**src/rtl/led_mux_pwm.sv**
```systemverilog
// LED source selector: validates a one-hot active-low select, inserts a blanking
// gap on channel changes, and PWM-dims the registered active-low panel output.
module led_mux_pwm #(
    parameter int N_CH      = 7,
    parameter int LED_W     = 4,
    parameter int BLANK_CYC = 4,
    parameter int PWM_W     = 4,
    parameter int CH_W      = $clog2(N_CH)
) (
    input  logic                    clk,
    input  logic                    rst,
    input  logic [N_CH-1:0]         sel_n,
    input  logic [N_CH*LED_W-1:0]   led_in,
    input  logic [PWM_W-1:0]        bright,
    output logic [LED_W-1:0]        pio_led,
    output logic [CH_W-1:0]         active_ch,
    output logic                    ch_on,
    output logic                    sel_err
);

    typedef enum logic [1:0] {BLANK, SHOW, GAP} state_t;

    state_t             state, next_state;
    logic [CH_W-1:0]    next_ch;
    logic [7:0]         gap_cnt, next_gap;
    logic               next_err;
    logic [PWM_W-1:0]   pwm_cnt;
    logic [4:0]         zero_cnt;
    logic [CH_W-1:0]    idx;
    logic               sel_ok;
    logic               lit;
    logic [LED_W-1:0]   cur_pat;

    always_comb begin
        zero_cnt = 5'd0;
        idx      = '0;
        for (int i = 0; i < N_CH; i++) begin
            if (!sel_n[i]) begin
                zero_cnt = zero_cnt + 5'd1;
                idx      = CH_W'(i);
            end
        end
        sel_ok = (zero_cnt == 5'd1);
    end

    // Pattern of the latched channel; the out-of-range default never occurs in use.
    always_comb begin
        cur_pat = '1;
        for (int i = 0; i < N_CH; i++) begin
            if (active_ch == CH_W'(i)) begin
                cur_pat = led_in[i*LED_W +: LED_W];
            end
        end
    end

    assign lit   = (&bright) || (pwm_cnt < bright);
    assign ch_on = (state == SHOW);

    always_comb begin
        next_state = state;
        next_ch    = active_ch;
        next_gap   = gap_cnt;
        next_err   = 1'b0;
        case (state)
            BLANK: begin
                if (sel_ok) begin
                    next_ch    = idx;
                    next_state = SHOW;
                end
            end
            SHOW: begin
                if (!sel_ok) begin
                    next_state = BLANK;
                    next_err   = 1'b1;
                end else if (idx != active_ch) begin
                    next_state = GAP;
                    next_gap   = 8'(BLANK_CYC - 1);
                end
            end
            GAP: begin
                // An invalid select aborts the gap before the counter is considered.
                if (!sel_ok) begin
                    next_state = BLANK;
                    next_err   = 1'b1;
                end else if (gap_cnt != 8'd0) begin
                    next_gap = gap_cnt - 8'd1;
                end else begin
                    next_ch    = idx;
                    next_state = SHOW;
                end
            end
            default: next_state = BLANK;
        endcase
    end

    always_ff @(posedge clk) begin
        if (rst) begin
            state     <= BLANK;
            active_ch <= '0;
            gap_cnt   <= 8'd0;
            sel_err   <= 1'b0;
            pwm_cnt   <= '0;
            pio_led   <= '1;
        end else begin
            state     <= next_state;
            active_ch <= next_ch;
            gap_cnt   <= next_gap;
            sel_err   <= next_err;
            pwm_cnt   <= pwm_cnt + PWM_W'(1);
            pio_led   <= (state == SHOW && lit) ? cur_pat : '1;
        end
    end

endmodule

```
**config.mk**
```make
export PLATFORM = sky130hd
export DESIGN_NAME = led_mux_pwm
export DESIGN_NICKNAME = d
export VERILOG_FILES = /design/src/rtl/led_mux_pwm.sv
export SDC_FILE = /design/constraint.sdc
export NUM_CORES = 1
export LEC_CHECK = 0
export BUFFER_PORTS_ARGS = -buffer_cell sky130_fd_sc_hd__buf_2
export CAP_MARGIN = 10
export CORE_MARGIN = 2
export CORE_UTILIZATION = 58
export CTS_CLUSTER_DIAMETER = 80
export CTS_CLUSTER_SIZE = 25
export DETAILED_ROUTE_END_ITERATION = 8
export GPL_TIMING_DRIVEN = 0
export PLACE_DENSITY = 0.86
export SLEW_MARGIN = 20
export SYNTH_ARGS = -nofsm -noshare
export SYNTH_HDL_FRONTEND = slang
export SYNTH_SLANG_ARGS = --single-unit
export TNS_END_PERCENT = 30
```
**constraint.sdc**
```tcl
create_clock -name clk -period 9.6 [get_ports clk]
set_input_delay 2.88 -clock clk [delete_from_list [all_inputs] [get_ports clk]]
set_output_delay 2.88 -clock clk [all_outputs]
set_load 0.005 [all_outputs]
```
# Yosys cells after proc, flatten, opt, wreduce, memory -nomap -nowiden
# Index checks and enable logic that the tools add are counted.
# classes
add_sub_neg	8
n_eq_ne	18
n_mux	36
bitwise	2
order_cmp	1
n_reduce_logical	14
# ops
op	n
8-bit 2-to-1 mux	4
5-bit by 1-bit adder with 5-bit output, second input constant	6
5-bit 2-to-1 mux	6
4-bit 2-to-1 mux	7
3-bit 2-to-1 mux	8
8-bit case mux with 2 select lines	1
2-bit 2-to-1 mux	5
3-bit equality test, second input constant	3
2-bit != test, second input constant	4
4-bit AND reduction	2
8-bit nonzero test	1
8-bit by 1-bit subtractor with 8-bit output, second input constant	1
3-bit by 2-bit equality test with 1-bit output, second input constant	2
2-bit case mux with 3 select lines	1
3-bit case mux with 2 select lines	1
2-bit OR reduction	3
5-bit by 1-bit equality test with 1-bit output, second input constant	1
5-bit AND reduction	1
4-bit by 1-bit adder with 4-bit output, second input constant	1
4-bit less-than comparator	1
2-bit by 1-bit != test with 1-bit output, second input constant	2
2-bit nonzero test	2
3-bit by 1-bit equality test with 1-bit output, second input constant	1
3-bit logical NOT	1
other kinds (11)	14
# word_totals
regBits	22
wordCells	85
input_bits	41
out_inout_bits	9

# Depth between registers and ports, before layout
# depth
depth_word	16
ltp_mapped	21
depth_no_buf	20

# Worst setup path before layout
# OpenSTA, ideal clock, no wires.
# synth_timing
kind	input to register
startpoint	input sel_n[0]
endpoint	register gap_cnt[0]
required_time_ns	9.509
path_slack_ns	2.878
setup_ns	0.091
arrival_time_ns	6.631
stages	20
n_path_buf	1
cell_sequence	inv_1 ha_1 xnor2_1 ha_1 nand2b_1 nand2_1 ha_1 nor2_1 a31oi_1 ha_1 mux2_2 ha_1 nand2b_2 xor2_1 nor3b_1 a2111oi_2 and2_4 buf_6 nor3_1 a311oi_1
# synth_between
elab_chain_cells	16
word_cells_on_any_way	17
cone_classes	add/sub (6); eq/ne (3); mux (7); reduce/logical (1)
# synth_rtl
item	line_no	source
start: declaration	12	input logic [N_CH-1:0] sel_n,
1-bit 2-to-1 mux *	38	if (!sel_n[i]) begin
5-bit by 1-bit adder with 5-bit output	39	zero_cnt = zero_cnt + 5'd1;
5-bit 2-to-1 mux *	38	
5-bit by 1-bit adder with 5-bit output	39	
5-bit 2-to-1 mux *	38	
5-bit by 1-bit adder with 5-bit output	39	
5-bit 2-to-1 mux *	38	
5-bit by 1-bit adder with 5-bit output	39	
5-bit 2-to-1 mux *	38	
5-bit by 1-bit adder with 5-bit output	39	
5-bit 2-to-1 mux *	38	
5-bit by 1-bit adder with 5-bit output	39	
5-bit 2-to-1 mux *	38	
5-bit by 1-bit equality test with 1-bit output *	43	sel_ok = (zero_cnt == 5'd1);
2-bit by 1-bit != test with 1-bit output (no source line) or 2-bit != test (tied branches)	n/a	
5-bit AND reduction (no source line) *	n/a	
end signal: assignment	107	gap_cnt <= next_gap;
end: declaration	25	logic [7:0] gap_cnt, next_gap;
# Every way passes the cells marked *; elsewhere a longest branch is shown, timed or not.
# A chain may end at the register's enable or synchronous reset.

# Worst setup path after layout
# layout_timing
startpoint	input sel_n[0]
endpoint	register gap_cnt[1]
# Same word-level chain as after synthesis.

==> metrics.md <==
| Metric | Value |
|---|---|
| Crit path cell chain | buf_2 > inv_1 > ha_1 > xnor2_1 > ha_1 > nand2b_1 > nand2_1 > ha_1 > nor2_1 > a31oi_1 > ha_1 > mux2_2 > ha_1 > nand2b_2 > xor2_1 > nor3b_1 > a2111oi_2 > and2_4 > buf_6 > nor3_1 > a311oi_1 |
| GRT overflow | 0 |
| Setup_tns | 0 ns |
| Flops & latches, synth | 22 |
| Met2 GRT Util | around 44% |
| Avg Inst Size Synth | roughly 8.5 um^2 |
| Pwr per Cell Area | about 190 nW/um^2 |
| Overall routed net length | 4.67 mm |
| Crit-path max FO | 10 |
| Final setup vio count | 0 |
| Antenna violations before repair | 0 |
| Grt met1 use | between 20% and 30% |
| Syn_nets | a little under 300 |
| HP Class | reg -> reg |
| Dominant cells by area after synthesis | dfxtp_1 (22%), ha_1 (9.8%), buf_6 (3.9%) |
| Synth Cell Area | slightly above 2000 um^2 |
| Die W | 63.2 um |
| Largest net degree at the start of global routing | 14 |
| Worst Path Required | ~10 ns |
| FFs w/ async S/R, synth | 0% |
| Final #Nets | around 350 |
| Non-filler cells, final | between 300 and 400 |
| Row count | 21 |
| CTS resizes | 0 |
| Smallest setup slack after layout | about 2.6 ns |
| Vias post-DR | about 2000 |
| Critical Path Start Type | input pin |
| Skew final | approximately 0.01 ns |
| Total chip power | 0.446 mW |
| Crit path DAT | roughly 7 ns |
| Leakage | ~1 nW |
| Fin crit share | 73.0% |
| DR vias/cell | 5.91 |
| Grt peak-use layer | met2 |
| Core area | around 3400 um^2 |
| Synth Flop Type | dfxtp_1 |
| Placed cell area | between 2000 and 2500 um^2 |
| Cell family with most CP delay | adder cells |
| Mapped Cells | 239 |
| Post-Place Setup Slack | around 2.3 ns |
| Critical-path top delay cell | a2111oi_2 |
| Post-route cell area | between 2000 and 2500 um^2 |
| Clock slew at reported path FFs | ~0.12 ns |
| Die area | approximately 4000 um^2 |
| Fmax achieved | 143 MHz |
| CP peak stage delay | 0.59 ns |
| GPL Wtd Cong | ~0.84 |
| CTS root buf | clkbuf_4 |
| Crit. End Element | register |
| Clock Latency Late Sink | ~0.31 ns |
| DR iter-0 viols | between 90 and 100 |
| RSZ-0062 raised after global routing | false |
| Drc violations | 0 |
| Htree depth | 1 |
| Final Hold Slack | 0.483 ns |
| Crit Path Class | in -> reg |
| Sequential fraction of the synthesis area | 21.6% |
| # diodes | 0 |
| Final Core Density | about 71% |
| M3 GR Usage | under 10% |
| Vias in the first global route | roughly 1900 |
| CTS Buffer Depth | 2 |
| Final slew viol count | 0 |
| Slew @ Worst Pin | about 0.58 ns |
| Synth Warn # | 0 |
| Period minus WS final | about 7 ns |
| DP Wirelength | approximately 3.8 mm |
| Status | finished, final reports clean |
| Buffers on Ports | 48 |
| Placed cell count | ~330 |
| Clock Sinks | 22 |
| Number of synthesized flops with an enable pin | 0 |
| Max-Cap Viols | 0 |
| Post-CTS Setup Inserts | 0 |
| Max_slew headroom | between 60% and 70% |
| Starting Density | 60.5% |
| WL per Instance | between 10 and 15 um |
| All-Layer GR Usage | a little under a quarter |
| CTS Buf Count | 3 |
| CTS tree | yes |
| # IOs | 50 |
| Critical path buffer and inverter count | 3 |
| Synth top area share | a little over a fifth |
| Max VDD drop | 0.000121 V |
| Synth area leader | dfxtp_1 |
| Layout area overhead | 17.2% |
| Yosys cell types | 62 |
| DRT Pass-1 Iters | 5 |
| Die Span Y | around 63 um |
| # hold bufs at CTS | 0 |
| ANT nets after route | 0 |
| Global-route wire length before repair | around 8 mm |
| Most used cell, CP | ha_1 |
| Layout cells sized above 1 | between 20 and 30% |
| Final hold viol count | 0 |
## cells by family (layout without fill, tap and decap cells)
logic type | Yosys count | after routing | share of synthesized area, %
mux | 11 | 11 | 5.78
flops | 22 | 22 | 21.6
fa+ha+maj | 16 | 16 | 9.83
xor+xnor | 11 | 11 | 6.82
compound gates | 69 | 69 | 25.1
buf+inv | 30 | 82 | 8.17
simple gates | 80 | 80 | 22.7
## path summary, 6_finish.rpt
path | slack, ns | end | depth (start not counted) | startpoint
worst max-delay path | 2.60 | gap_cnt[1] | 21 | sel_n[0]
worst min register to register | 0.48 | pwm_cnt[0] | 1 | pwm_cnt[0]
worst min-delay path | 0.48 | pwm_cnt[0] | 1 | pwm_cnt[0]
worst max register to register | 7.06 | state[0] | 7 | gap_cnt[4]
## Yosys cell counts (2+ instances only)
master,number
dfxtp_1,22
nand2_1,18
inv_1,17
ha_1,16
a21oi_1,13
nor2_1,12
o21ai_0,8
buf_6,7
or4_1,7
mux2_2,6
a31oi_1,5
mux2i_1,5
nor3_1,5
o31ai_1,5
xnor2_1,5
a21o_1,4
a22oi_1,4
a311oi_1,4
clkbuf_1,4
nand2b_1,4
nand3_1,4
nand4_1,4
nor2b_1,4
o22a_1,4
o22ai_1,4
a2111oi_2,3
or3_1,3
xor2_1,3
a211o_1,2
nand2b_2,2
nand3b_1,2
nor3b_1,2
o221ai_1,2
## sequential cells by signal, indices dropped and copies added (netlist names)
name / flops
pio_led: 4
active_ch: 3
sel_err: 1
pwm_cnt: 4
gap_cnt: 8
state: 2
## per-layer routing
| layer | up-vias | wire, um |
|---|---|---|
| met2 | 74 | 2250 |
| li1 | 1007 | - |
| met4 | 0 | 17 |
| met1 | 907 | 2100 |
| met3 | 4 | 306 |
| met5 | - | 0 |
## final cells by class
cell class	instances	area (um^2)
well taps	46	57.6
fillers	284	977
clock buffers	3	22.5
clock inverters	1	30.0
flip-flops and latches	22	440
plain buffers	13	103
multi-input cells	187	1430
inverters	17	63.8
repair buffers	48	240
## power breakdown
group	switching, mW	total (mW)	internal (mW)
clock network	0.0276	0.0698	0.0422
registers	0.0132	0.120	0.106
logic	0.141	0.256	0.115
total	0.182	0.446	0.264
## cells in the final DEF, fill, tap and decap left out, types with 3 or more instances in the layout
cell / count
a2111oi_2: 3
a21o_1: 4
a21oi_1: 13
a22oi_1: 4
a311oi_1: 4
a31oi_1: 5
buf_2: 49
buf_6: 7
clkbuf_1: 4
clkbuf_4: 3
dfxtp_1: 22
ha_1: 16
inv_1: 17
mux2_2: 6
mux2i_1: 5
nand2_1: 18
nand2b_1: 4
nand3_1: 4
nand4_1: 4
nor2_1: 12
nor2b_1: 4
nor3_1: 5
o21ai_0: 8
o22a_1: 4
o22ai_1: 4
o31ai_1: 5
or3_1: 3
or4_1: 7
xnor2_1: 5
xor2_1: 3
## worst register-to-register path: stages, from the launching register on
cell,delay (ns)
dfxtp_1,0.34
or4_4,0.56
nor4b_2,0.46
nor2_1,0.14
a21o_1,0.21
or2_1,0.22
or4_1,0.46
o31ai_1,0.07
Note: power is estimated with default switching activity, not from simulation.
